### src/rtl/pipeline_ctrl_if.sv
// Stall/flush control bundle between the pipeline (master) and pipeline_ctrl (slave).
// Carries per-stage stall requests in and the merged stall vector, flush and redirect PC out.
interface pipeline_ctrl_if #(
   parameter int STAGES     = 5,
   parameter int ADDR_WIDTH = 32
);
   logic [STAGES-1:0]     stall_req_in;
   logic                  flush_req_in;
   logic [ADDR_WIDTH-1:0] flush_pc_in;
   logic [STAGES-1:0]     stall_out;
   logic                  flush_out;
   logic [ADDR_WIDTH-1:0] flush_pc_out;
   logic                  busy_out;

   modport master (
      output stall_req_in, flush_req_in, flush_pc_in,
      input  stall_out, flush_out, flush_pc_out, busy_out
   );

   modport slave (
      input  stall_req_in, flush_req_in, flush_pc_in,
      output stall_out, flush_out, flush_pc_out, busy_out
   );
endinterface

### src/rtl/pipeline_ctrl.sv
// Pipeline stall merge and exception/eret flush sequencer; PIPE_CTRL_PERF_EN adds perf counters.
// Latency: stall_out combinational; flush_out/flush_pc_out one cycle after flush_req_in, held 1+FLUSH_HOLD cycles.
// Backpressure: a flush is deferred (PENDING) while the last stage holds an uninterruptible stall.
module pipeline_ctrl #(
   parameter int STAGES     = 5,
   parameter int ADDR_WIDTH = 32,
   parameter int FLUSH_HOLD = 1
) (
   input  logic              clk,
   input  logic              rst,
   pipeline_ctrl_if.slave    bus
`ifdef PIPE_CTRL_PERF_EN
   ,
   output logic [31:0]       stall_cycles_out,
   output logic [31:0]       flush_count_out
`endif
);

   typedef enum logic [1:0] {IDLE, PENDING, FLUSH} state_t;

   localparam logic [3:0] HOLD = 4'(FLUSH_HOLD);

   state_t                state;
   logic [3:0]            cnt;
   logic                  flush_q;
   logic [ADDR_WIDTH-1:0] pc_q;
   logic [ADDR_WIDTH-1:0] pend_pc;
   logic [STAGES-1:0]     merged;
   logic                  last_stall;
   logic                  enter_flush;

   assign last_stall = bus.stall_req_in[STAGES-1];

   // A stalled stage holds itself and every older (lower-index) stage.
   always_comb begin
      merged = '0;
      for (int i = 0; i < STAGES; i++) begin
         merged[i] = |(bus.stall_req_in >> i);
      end
   end

   assign enter_flush = ((state == IDLE && bus.flush_req_in) || state == PENDING) && !last_stall;

   assign bus.stall_out    = (!rst || flush_q) ? '0 : merged;
   assign bus.flush_out    = flush_q;
   assign bus.flush_pc_out = pc_q;
   assign bus.busy_out     = (state != IDLE);

   always_ff @(posedge clk) begin
      if (!rst) begin
         state   <= IDLE;
         cnt     <= '0;
         flush_q <= 1'b0;
         pc_q    <= '0;
         pend_pc <= '0;
      end else begin
         case (state)
            IDLE: begin
               if (enter_flush) begin
                  state   <= FLUSH;
                  flush_q <= 1'b1;
                  pc_q    <= bus.flush_pc_in;
                  cnt     <= HOLD;
               end else if (bus.flush_req_in) begin
                  state   <= PENDING;
                  pend_pc <= bus.flush_pc_in;
               end
            end
            PENDING: begin
               if (bus.flush_req_in) begin
                  pend_pc <= bus.flush_pc_in;
               end
               // A request arriving on the release cycle is the latest one and wins.
               if (enter_flush) begin
                  state   <= FLUSH;
                  flush_q <= 1'b1;
                  pc_q    <= bus.flush_req_in ? bus.flush_pc_in : pend_pc;
                  cnt     <= HOLD;
               end
            end
            FLUSH: begin
               if (bus.flush_req_in) begin
                  pc_q <= bus.flush_pc_in;
                  cnt  <= HOLD;
               end else if (cnt == 4'd0) begin
                  state   <= IDLE;
                  flush_q <= 1'b0;
               end else begin
                  cnt <= cnt - 4'd1;
               end
            end
            default: begin
               state   <= IDLE;
               flush_q <= 1'b0;
            end
         endcase
      end
   end

`ifdef PIPE_CTRL_PERF_EN
   always_ff @(posedge clk) begin
      if (!rst) begin
         stall_cycles_out <= '0;
         flush_count_out  <= '0;
      end else begin
         if (|bus.stall_out) begin
            stall_cycles_out <= stall_cycles_out + 32'd1;
         end
         if (enter_flush) begin
            flush_count_out <= flush_count_out + 32'd1;
         end
      end
   end
`endif

endmodule
### src/flat_wrapper.sv
// flat-port wrapper written by rule: the top's interface ports become plain ports
module pipeline_ctrl_flat 
#(
   parameter int STAGES     = 5,
   parameter int ADDR_WIDTH = 32,
   parameter int FLUSH_HOLD = 1
)
  (clk, rst, bus_stall_req_in, bus_flush_req_in, bus_flush_pc_in, bus_stall_out, bus_flush_out, bus_flush_pc_out, bus_busy_out);
  pipeline_ctrl_if #(.STAGES(STAGES), .ADDR_WIDTH(ADDR_WIDTH)) bus_i ();
  input  logic clk;
  input  logic rst;
  input wire logic [$bits(bus_i.stall_req_in)-1:0] bus_stall_req_in;
  input wire logic [$bits(bus_i.flush_req_in)-1:0] bus_flush_req_in;
  input wire logic [$bits(bus_i.flush_pc_in)-1:0] bus_flush_pc_in;
  output wire logic [$bits(bus_i.stall_out)-1:0] bus_stall_out;
  output wire logic [$bits(bus_i.flush_out)-1:0] bus_flush_out;
  output wire logic [$bits(bus_i.flush_pc_out)-1:0] bus_flush_pc_out;
  output wire logic [$bits(bus_i.busy_out)-1:0] bus_busy_out;
  assign bus_i.stall_req_in = bus_stall_req_in;
  assign bus_i.flush_req_in = bus_flush_req_in;
  assign bus_i.flush_pc_in = bus_flush_pc_in;
  assign bus_stall_out = bus_i.stall_out;
  assign bus_flush_out = bus_i.flush_out;
  assign bus_flush_pc_out = bus_i.flush_pc_out;
  assign bus_busy_out = bus_i.busy_out;
  pipeline_ctrl #(.STAGES(STAGES), .ADDR_WIDTH(ADDR_WIDTH), .FLUSH_HOLD(FLUSH_HOLD)) u_core (.clk(clk), .rst(rst), .bus(bus_i));
endmodule
### config.mk
export PLATFORM = sky130hd
export DESIGN_NAME = pipeline_ctrl_flat
export DESIGN_NICKNAME = d
export VERILOG_FILES = /design/src/rtl/pipeline_ctrl_if.sv /design/src/rtl/pipeline_ctrl.sv /design/src/flat_wrapper.sv
export SDC_FILE = /design/constraint.sdc
export NUM_CORES = 1
export LEC_CHECK = 0
export ABC_AREA = 1
export BUFFER_PORTS_ARGS = -buffer_cell sky130_fd_sc_hd__buf_2
export CORE_AREA = 2 2 92 94
export CTS_CLUSTER_DIAMETER = 150
export CTS_CLUSTER_SIZE = 30
export DETAILED_ROUTE_END_ITERATION = 7
export DIE_AREA = 0 0 94 96
export PLACE_DENSITY = 0.75
export SYNTH_ARGS = -nofsm -noshare
export SYNTH_HDL_FRONTEND = slang
export SYNTH_SLANG_ARGS = --single-unit
### constraint.sdc
create_clock -name clk -period 1.4 [get_ports clk]
set_clock_uncertainty 0.1 [all_clocks]
set_input_delay 0.14 -clock clk [delete_from_list [all_inputs] [get_ports clk]]
set_output_delay 0.14 -clock clk [all_outputs]
set_load 0.05 [all_outputs]
-- After elaboration in Yosys (flattened, before gate mapping)
Cells that the tools add are included.
- bits of input ports: 40
- word-level logic and storage cells: 61
- register bits after elaboration: 71
- output and inout bits: 39
- mux-type cells: 22
- add/subtract/negate cells: 1
- equal/unequal tests: 11
- reduce and logical (&&, ||, !) cells: 22
- operator list (operator ; count):
    32-bit two-way mux ; 5
    32-bit case mux with 3 select lines ; 1
    32-bit case mux with 2 select lines ; 1
    4-bit two-way mux ; 3
    2-bit two-way mux ; 5
    2-bit by 1-bit != test with 1-bit output, second input constant ; 4
    4-bit case mux with 2 select lines ; 1
    4-bit AND reduction ; 2
    2-bit != test, second input constant ; 3
    2-bit case mux with 3 select lines ; 1
    3-bit AND reduction ; 2
    2-bit nonzero test ; 3
    5-bit two-way mux ; 1
    5-bit OR reduction ; 1
    4-bit logical NOT ; 1
    2-bit OR reduction ; 2
    4-bit OR reduction ; 1
    4-bit by 1-bit subtractor with 4-bit output, second input constant ; 1
    1-bit two-way mux ; 3
    3-bit by 2-bit != test with 1-bit output, second input constant ; 1
    3-bit != test, second input constant ; 1
    3-bit nonzero test ; 1
    3-bit OR reduction ; 1
    2-bit by 1-bit == test with 1-bit output, second input constant ; 1
    other kinds (7) ; 10

-- Depth between registers and ports, before layout
Gate-level depths: netlist of run 1.
- word-level depth: 6
- gate-level depth with buffers: 10

-- Worst setup path after synthesis of run 1
No wires, ideal clock.
- path type: reg2out
- from: register u_core.flush_q, in the netlist u_core.bus.flush_out
- to: output bus_stall_out[0]
- path slack: -0.524 ns
- stages on the path, launching flop included: 3
- arrival time: 1.684 ns
- required time: 1.160 ns
- cell sequence: dfxtp_1 > or2_2 > a31oi_1
- word-level cells in the longest chain between the ends: 2
- RTL lines (item ; line ; source):
    start, declared ; pipeline_ctrl.sv:25 ; logic flush_q;
    start signal, assigned ; pipeline_ctrl.sv:53 ; flush_q <= 1'b0;
    start signal, assigned ; pipeline_ctrl.sv:61 ; flush_q <= 1'b1;
    start signal, assigned ; pipeline_ctrl.sv:76 ; flush_q <= 1'b1;
    1-bit logical OR ; pipeline_ctrl.sv:44 ; assign bus.stall_out = (!rst || flush_q) ? '0 : merged;
    5-bit two-way mux ; pipeline_ctrl.sv:44 ;
    end, declared ; flat_wrapper.sv:15 ; output wire logic [$bits(bus_i.stall_out)-1:0] bus_stall_out;
No other way between the ends.

-- Final worst setup path of run 1
Same ends and word-level chain as after synthesis.

==> results of run 1 <==
-- cells by family (layout without fill, tap and decap cells) --
kind of cell             after synthesis  after routing  synth area share (%)
flip-flops                            71             71                 40.01
buffers and inverters                 82            177                 10.81
AO/OA/AOI/OAI                        107            107                 15.96
AND/OR/NAND/NOR                      296            296                 32.51
adder cells (fa/ha/maj)                2              2                0.7044
-- through the flow --
| stage | util (%) | hold slack [ps] | area, um2 |
|---|---|---|---|
| finish | 60.33 | 15.00 | 4857 |
| global route | 60.33 | 23.95 | 4857 |
| CTS | 55.23 | 8.660 | 4447 |
| detailed placement | 51.22 | 367.7 | 4124 |
| global placement | 51.22 | 349.3 | 4124 |
| floorplan | - | 186.4 | 3605 |
-- per-layer routing --
metal,part of all wire [%],vias to the layer above,track usage [%],routed length [um]
met2,49,104,32.26,4878
met3,5.4,16,3.837,544
met5,0,-,0,0
met1,44,1736,24.13,4380
li1,-,1917,-,-
met4,2.2,0,7.488,216
-- how the worst max path moves through the flow --
stage,end,slack (ps),cells after the start
floorplan,bus_stall_out[0],40,2
global placement,u_core.cnt[3],50,10
detailed placement,u_core.bus.flush_pc_out[4],-40,6
CTS,bus_stall_out[0],-150,3
global route,bus_stall_out[0],-190,3
finish,bus_stall_out[0],-150,3
-- area by class of cell --
cell class	instances	area (um2)
clock buffers	10	137.6
fillers	732	3194
flip-flops and latches	71	1433
repair buffers	112	955.9
well taps	105	131.4
inverters	49	203.9
clock inverters	6	68.82
multi-input cells	405	1927
-- worst max-delay path, stage by stage (launching register included) --
cell and delay, ps:
dfxtp_2 320, or2_4 290, a31oi_4 170, buf_6 180
-- state kept, by name (all words and copies together), names as in the netlist --
register	flops
u_core.bus.flush_out	1
u_core.bus.flush_pc_out	32
u_core.cnt	4
u_core.pend_pc	32
u_core.state	2
-- power by group --
part	internal, W	leakage (nW)	total (W)	switching, W
registers	0.00223	0.591	0.00234	0.000109
logic	0.000619	1.80	0.00174	0.00112
clock network	0.000880	0.103	0.00169	0.000811
-- placed cells by master (no fill, tap or decap), types with 6 or more instances in the layout --
cell       instances
nand3_1            6
buf_6              8
buf_2             72
inv_1             43
o21ai_0           67
clkbuf_8          10
dfxtp_1           66
buf_4             12
o21ai_1           26
nor2_2            18
buf_12             9
nor2_1           119
nand2_1          136
clkbuf_16          7
-- what timing repair did --
item / in CTS / in global routing
pin swaps: 3 / 21
endpoints found under the setup margin: 36 / 56
resized for setup: 16 / 75
setup buffers: 4 / 3
gates cloned: 1 / 12
==> results.cfg, run 1 <==
[status]
status = finished, violations left
violations = negative setup slack

[critical_path]
cp-start-kind = register
timing.rr.end = u_core.pend_pc[17]
critical_path.startpoint = u_core.bus.flush_out
rr_worst_depth = 6
critPathKind = reg2out
cp_max_fo = 5
r2r_slack_ps = -20
crit_path_end_kind = primary output
arrival_ps = 1310
r2r_start = u_core.state[1]
critical_path_required_ps = 1160

[detailed_routing]
drtAntennaViolNets = 0
firstDrtPassIters = 4
via_count = 3773
drc = 0
via_per_inst = 4.978
drt_wl_total_um = 10020
drt_iter0_markers = 255
wl_per_cell_um = 13.22

[synth]
synth-seq-cells = 71
netlist_area_um2 = 3552
ys_top_cells_by_area = dfxtp_1 40%, nand2_1 15%, nor2_1 14%
yosysWarnings = 0
synthCells = 558
syn_nets = 600
synth_top_area_share_pct = 40.01
ys_seq_area_share_pct = 40.01
ys_async_sr_fraction_pct = 0
avgSynthCellArea_um2 = 6.366
yosysMostFrequentCell = nand2_1
synthFlopType = dfxtp_1
synth-edff-count = 0
yosysTopAreaCell = dfxtp_1
yosys.cell_types.count = 25
synth_common_cells = 142 x nand2_1, 136 x nor2_1, 87 x o21ai_0

[cts]
cts.sinks = 71
cts-htree-levels = 3
cts_hold_buf = 0
cts_buffer_depth = 2
clk_pin_slew_worst_paths_ps = 80
cts_made_buffers = 9
root_buffer = clkbuf_8
insertion_delay_ps = 350
cts_tree = done

[pwr]
power_w = 0.005769
peakVddDrop_v = 0.0005586
pwr_density_cell_nw_per_um2 = 1188
p_leak_nw = 2.491

[worst_hold_path]
hold_class = in2reg
hold_path_startpoint = bus_flush_pc_in[13]
hold_path_depth = 5
hold_end = u_core.bus.flush_pc_out[13]

[final_layout]
area_delta_synth_final_pct = 36.74
instances_no_fill = 758
final_nets = 690
drive_gt1_share_pct = 28.02
n_antenna_cell = 0

[global_route]
grt_max_degree = 67
antenna_found_initial = 0
first_global_vias = 3105
globalRoute.totalOverflow = 0
grt_pass1_wl_um = 13820
grt_usage_pct = 19.13

[sta]
finalSetupViolCount = 14
finalMaxSlewViolations = 0
rsz0062_at_grt = yes
max_freq_mhz = 647.1
tightest_slew_ps = 302.9
slew_headroom_pct = 79.59
period_share_pct = 110.4
setup_tns_ps = -532.8
layout_setup_ws_ps = -145.4
hold_viol_final = 0
fin_crit_ps = 1545

[place]
io_buffers = 78
place.gp.congestion = 0.7948
dpl_worst_slack_ps = -38.41
dp_hpwl_um = 5546
placed_cells = 724

[job]
drv_cap = 0

[floorplan]
dieArea_um2 = 9024
io_pins = 79
rows = 33
core_um2 = 8051
die_h_um = 96
initial_core_util_pct = 44.12
die_x_um = 94
(Power assumes the default switching activity.)
==> inputs of run 2 (changes only) <==
Clock period 1.4 ns to 1.3 ns, I/O delays scaled along.
==> results.cfg, run 2 (same netlist as run 1, synthesis figures left out) <==
[status]
status = finished, violations left
violations = negative setup slack

[final_layout]
instances_no_fill = 784
layout_commonest_cell = nor2_1
n_antenna_cell = 0
drive_gt1_share_pct = 44.92
layout_common_cells = 94 x nor2_1, 85 x nand2_1, 71 x buf_2
n_fill_cell = 533
final_nets = 716
fin_area_um2 = 5836
area_delta_synth_final_pct = 64.28

[global_route]
grt_max_degree = 67
grt_usage_pct = 24.33
grt_pass1_wl_um = 17030
globalRoute.totalOverflow = 0
antenna_found_initial = 0
first_global_vias = 3603

[cts]
cts.sinks = 71
root_buffer = clkbuf_8
cts_buffer_depth = 2
cts_tree = done
cts_made_buffers = 9
clk_pin_slew_worst_paths_ps = 90
cts-htree-levels = 3
insertion_delay_ps = 360

[critical_path]
arrival_ps = 1330
critPathMaxStageDelay_ps = 350
critPathKind = reg2out
crit_path_end_kind = primary output
critical_path_required_ps = 1070
crit_chain = or2_4 -> a31oi_4 -> buf_6
cp_max_fo = 5
slowest_stage = dfxtp_4
cp-start-kind = register

[floorplan]
dieArea_um2 = 9024
core_um2 = 8051
io_pins = 79
die_h_um = 96
die_x_um = 94
rows = 33
initial_core_util_pct = 44.12

[pwr]
peakVddDrop_v = 0.0007206
pwr_density_cell_nw_per_um2 = 1224
power_w = 0.007145
p_leak_nw = 2.797

[detailed_routing]
wl_met1_um = 5127
wl_met3_um = 1248
highest_layer = met4
wl_per_cell_um = 18.02
via_per_inst = 5.540
via_count = 4343
drc = 0
firstDrtPassIters = 6
drt_wl_total_um = 14130
drt_iter0_markers = 380
routed-wl-met2_um = 6954
drtAntennaViolNets = 0

[sta]
slew_headroom_pct = 47.32
period_share_pct = 119.8
setup_tns_ps = -11320
finalSetupViolCount = 75
max_freq_mhz = 642.0
hold_viol_final = 0
rsz0062_at_grt = yes
layout_setup_ws_ps = -257.7
whs_ps = 18.68
tightest_slew_ps = 782.0
finalMaxSlewViolations = 0
fin_crit_ps = 1558

[place]
place.gp.congestion = 0.7825
placed_cells = 729
dp_hpwl_um = 5557
io_buffers = 78
place_area_um2 = 4182

[worst_hold_path]
hold_class = in2reg

[job]
drv_cap = 0
run 2: changes by cell type in the layout (fill, tap and decap cells not counted), moves of 13 or more:
cell / before / now
o21ai_0: 67 / 54
nor2_4: 4 / 24
nand2_4: 3 / 23
nor2_1: 119 / 94
nand2_2: 4 / 36
nand2_1: 136 / 85
run 2: where the power goes:
part | internal, W | switching (W)
sequential | 0.00240 | 0.000138
combinational | 0.000960 | 0.00160
clock | 0.00110 | 0.000943
run 2: worst paths after layout:
| check | depth (start not counted) | slack (ps) | from | endpoint |
|---|---|---|---|---|
| max | 3 | -260 | u_core.bus.flush_out | bus_stall_out[0] |
| min | 5 | 20 | bus_flush_pc_in[15] | u_core.bus.flush_pc_out[15] |
| max reg2reg | 8 | -230 | u_core.state[0] | u_core.pend_pc[1] |
| min reg2reg | 2 | 370 | u_core.pend_pc[4] | u_core.pend_pc[4] |
run 2: layer usage:
metal	vias to the layer above	global-route usage, %
met5	-	0
met4	0	11.35
met3	89	5.325
met2	288	40.95
met1	1992	29.76
li1	1974	-
run 2: area by class of cell:
type                            instances  area, um2  area share (%)
Multi-Input combinational cell        405       2419           41.45
Sequential cell                        71       1435           24.59
Timing Repair Buffer                  135       1345           23.05
Inverter                               49      217.7           3.731
Tap cell                              105      131.4           2.251
Clock buffer                            9      123.9           2.123
Clock inverter                          7      103.9           1.780
Timing Repair inverter                  3      60.06           1.029
run 2: critical path: cells and delay by family (launching register included):
kind / cells / cell delay [ps]
DFF: 1 / 350
and+or+nand+nor: 1 / 290
buffers and inverters: 1 / 170
AOI/OAI and AO/OA: 1 / 160
run 2: timing repair:
action                                  in CTS  in global routing
hold buffers                                 1                  0
endpoints found under the hold margin        1                  0
buffers inserted                            16                  4
cloned                                      11                  9
pin swaps                                   33                 43
endpoints found under the setup margin      43                 76
resized for setup                          121                143
run 2: per-stage QoR:
step	setup WS, ps	util (%)
after CTS	-255.8	63.98
after floorplan	6.494	-
after global placement	-25.13	51.93
final	-257.7	72.48
after global routing	-295.7	72.48
after detailed placement	-89.18	51.93
==> inputs of run 3 (changes only) <==
Settings changed: CORE_AREA 2 2 92 94 to 2 2 123 125, DIE_AREA 0 0 94 96 to 0 0 125 127, PLACE_DENSITY 0.75 to not set, REMOVE_ABC_BUFFERS set to 1.
==> results.cfg, run 3 (same netlist as run 1, synthesis figures left out) <==
[final_layout]
final_nets = 725
drive_gt1_share_pct = 46.87
utilization_pct = 42.51
layout_commonest_cell = nand2_1
layout_common_cells = 89 x nand2_1, 84 x nor2_1, 72 x buf_2
regArea_um2 = 1430
n_fill_cell = 1434
area_delta_synth_final_pct = 72.63
multi_input_area_um2 = 2455

[pwr]
p_leak_nw = 2.889
internal_power_w = 0.004808
power_w = 0.007381
swShare_pct = 34.86
power_frac_clock_pct = 30.6
p_seq_share_pct = 34.3
peakVddDrop_v = 0.0006354
pwr_density_cell_nw_per_um2 = 1204
p_comb_share_pct = 35.1
switchingPower_w = 0.002573

[sta]
period_share_pct = 114.7
whs_ps = 27.24
max_freq_mhz = 670.7
tightest_slew_ps = 714.7
fin_crit_ps = 1491
finalSetupViolCount = 70
layout_setup_ws_ps = -191.0
finalMaxSlewViolations = 0
rsz0062_at_grt = yes
slew_headroom_pct = 52.36
hold_viol_final = 0

[cts]
cts.sinks = 71
cts_tree = done
clk_pin_slew_worst_paths_ps = 60
cts_hold_buf = 0
cts-htree-levels = 3
root_buffer = clkbuf_16
cts_made_buffers = 9
insertion_delay_ps = 340
cts_buffer_depth = 2

[critical_path]
critPathKind = reg2out
crit_chain = or2_4 -> a31oi_1 -> buf_4
critical_path_required_ps = 1070
cp_top_family = flip-flops
cp_max_fo = 5
slowest_stage = dfxtp_2
rr_worst_depth = 8
crit_path_end_kind = primary output
r2r_slack_ps = -170
critPathMaxStageDelay_ps = 320
cp.depth = 3
arrival_ps = 1260
cp_num_buf_inv = 1
cp-start-kind = register

[place]
io_buffers = 78
dp_hpwl_um = 6075
place.gp.congestion = 0.7568
dpl_worst_slack_ps = -123.5

[floorplan]
initial_core_util_pct = 24.63
core_um2 = 14420
dieArea_um2 = 15880
die_h_um = 127
die_x_um = 125
rows = 44
io_pins = 79

[status]
status = finished, violations left
violations = negative setup slack

[global_route]
grt_usage_pct = 15.25
globalRoute.totalOverflow = 0
grt_pass1_wl_um = 18950
first_global_vias = 3708
grt_max_degree = 67
antenna_found_initial = 1

[detailed_routing]
drc = 0
firstDrtPassIters = 4
drt_iter0_markers = 149
via_count = 3826
drtAntennaViolNets = 0
wl_per_cell_um = 13.69
drt_wl_total_um = 11940
via_per_inst = 4.388

[job]
drv_cap = 0

[worst_hold_path]
hold_class = in2reg
hold_path_depth = 5
run 3: cell types whose count changed in the layout (fill, tap and decap cells not counted), moves of 4 or more:
| cell | change |
|---|---|
| nor2_2 | +6 |
| clkbuf_8 | -8 |
| buf_6 | +9 |
| nand2_2 | -6 |
| buf_12 | +10 |
| clkinv_2 | +5 |
| o21ai_1 | -7 |
| clkbuf_16 | +4 |
| o21ai_2 | +7 |
| nand2_1 | +4 |
| nor2_4 | +4 |
| nor2_1 | -10 |
run 3: worst min-delay path, stage by stage:
cell,delay [ps]
buf_2,110
nand2_4,50
o21ai_2,50
nor2_2,30
nor2_1,60
run 3: layer usage:
| layer | track usage, % | wire (um) | vias to the layer above |
|---|---|---|---|
| li1 | - | - | 2013 |
| met1 | 17.63 | 5045 | 1719 |
| met2 | 27.17 | 6124 | 80 |
| met3 | 4.271 | 587 | 14 |
| met4 | 5.163 | 182 | 0 |
| met5 | 0 | 0 | - |
run 3: final timing paths:
| check | endpoint | from |
|---|---|---|
| worst max-delay path | bus_stall_out[0] | u_core.bus.flush_out |
| worst min-delay path | u_core.bus.flush_pc_out[23] | bus_flush_pc_in[23] |
| worst max register to register | u_core.pend_pc[4] | u_core.state[1] |
| worst min register to register | u_core.pend_pc[19] | u_core.pend_pc[19] |
run 3: layout make-up:
type	count	share of cell area, %
tap	184	3.754
clock buffer	10	3.897
antenna	1	0.04081
multi-input combinational	405	40.03
sequential	71	23.32
inverter	49	3.326
clock inverter	5	0.4081
timing repair buffer	147	25.22
run 3: power groups by stage:
stage	clock network (W)	logic (W)	registers, W
floorplan	0	0.000693	0.00290
finish	0.00226	0.00259	0.00253
CTS	0.00231	0.00243	0.00252
global route	0.00240	0.00279	0.00256
global placement	0	0.00161	0.00256
detailed placement	0	0.00162	0.00255
run 3: repair_timing:
action                     in CTS  in global routing
setup buffers                  25                  3
setup endpoints to repair      76                 77
resized for setup             166                130
cloned                         17                  1
pin swaps                      51                 38
run 3: through the flow:
| stage | area, um2 | cells | setup TNS (ps) |
|---|---|---|---|
| after floorplan | 3354 | 525 | -28020 |
| after global placement | 4353 | 819 | -4514 |
| after detailed placement | 4353 | 819 | -4925 |
| after CTS | 5837 | 876 | -10470 |
| after global routing | 6130 | 871 | -13840 |
| final | 6132 | 872 | -8865 |
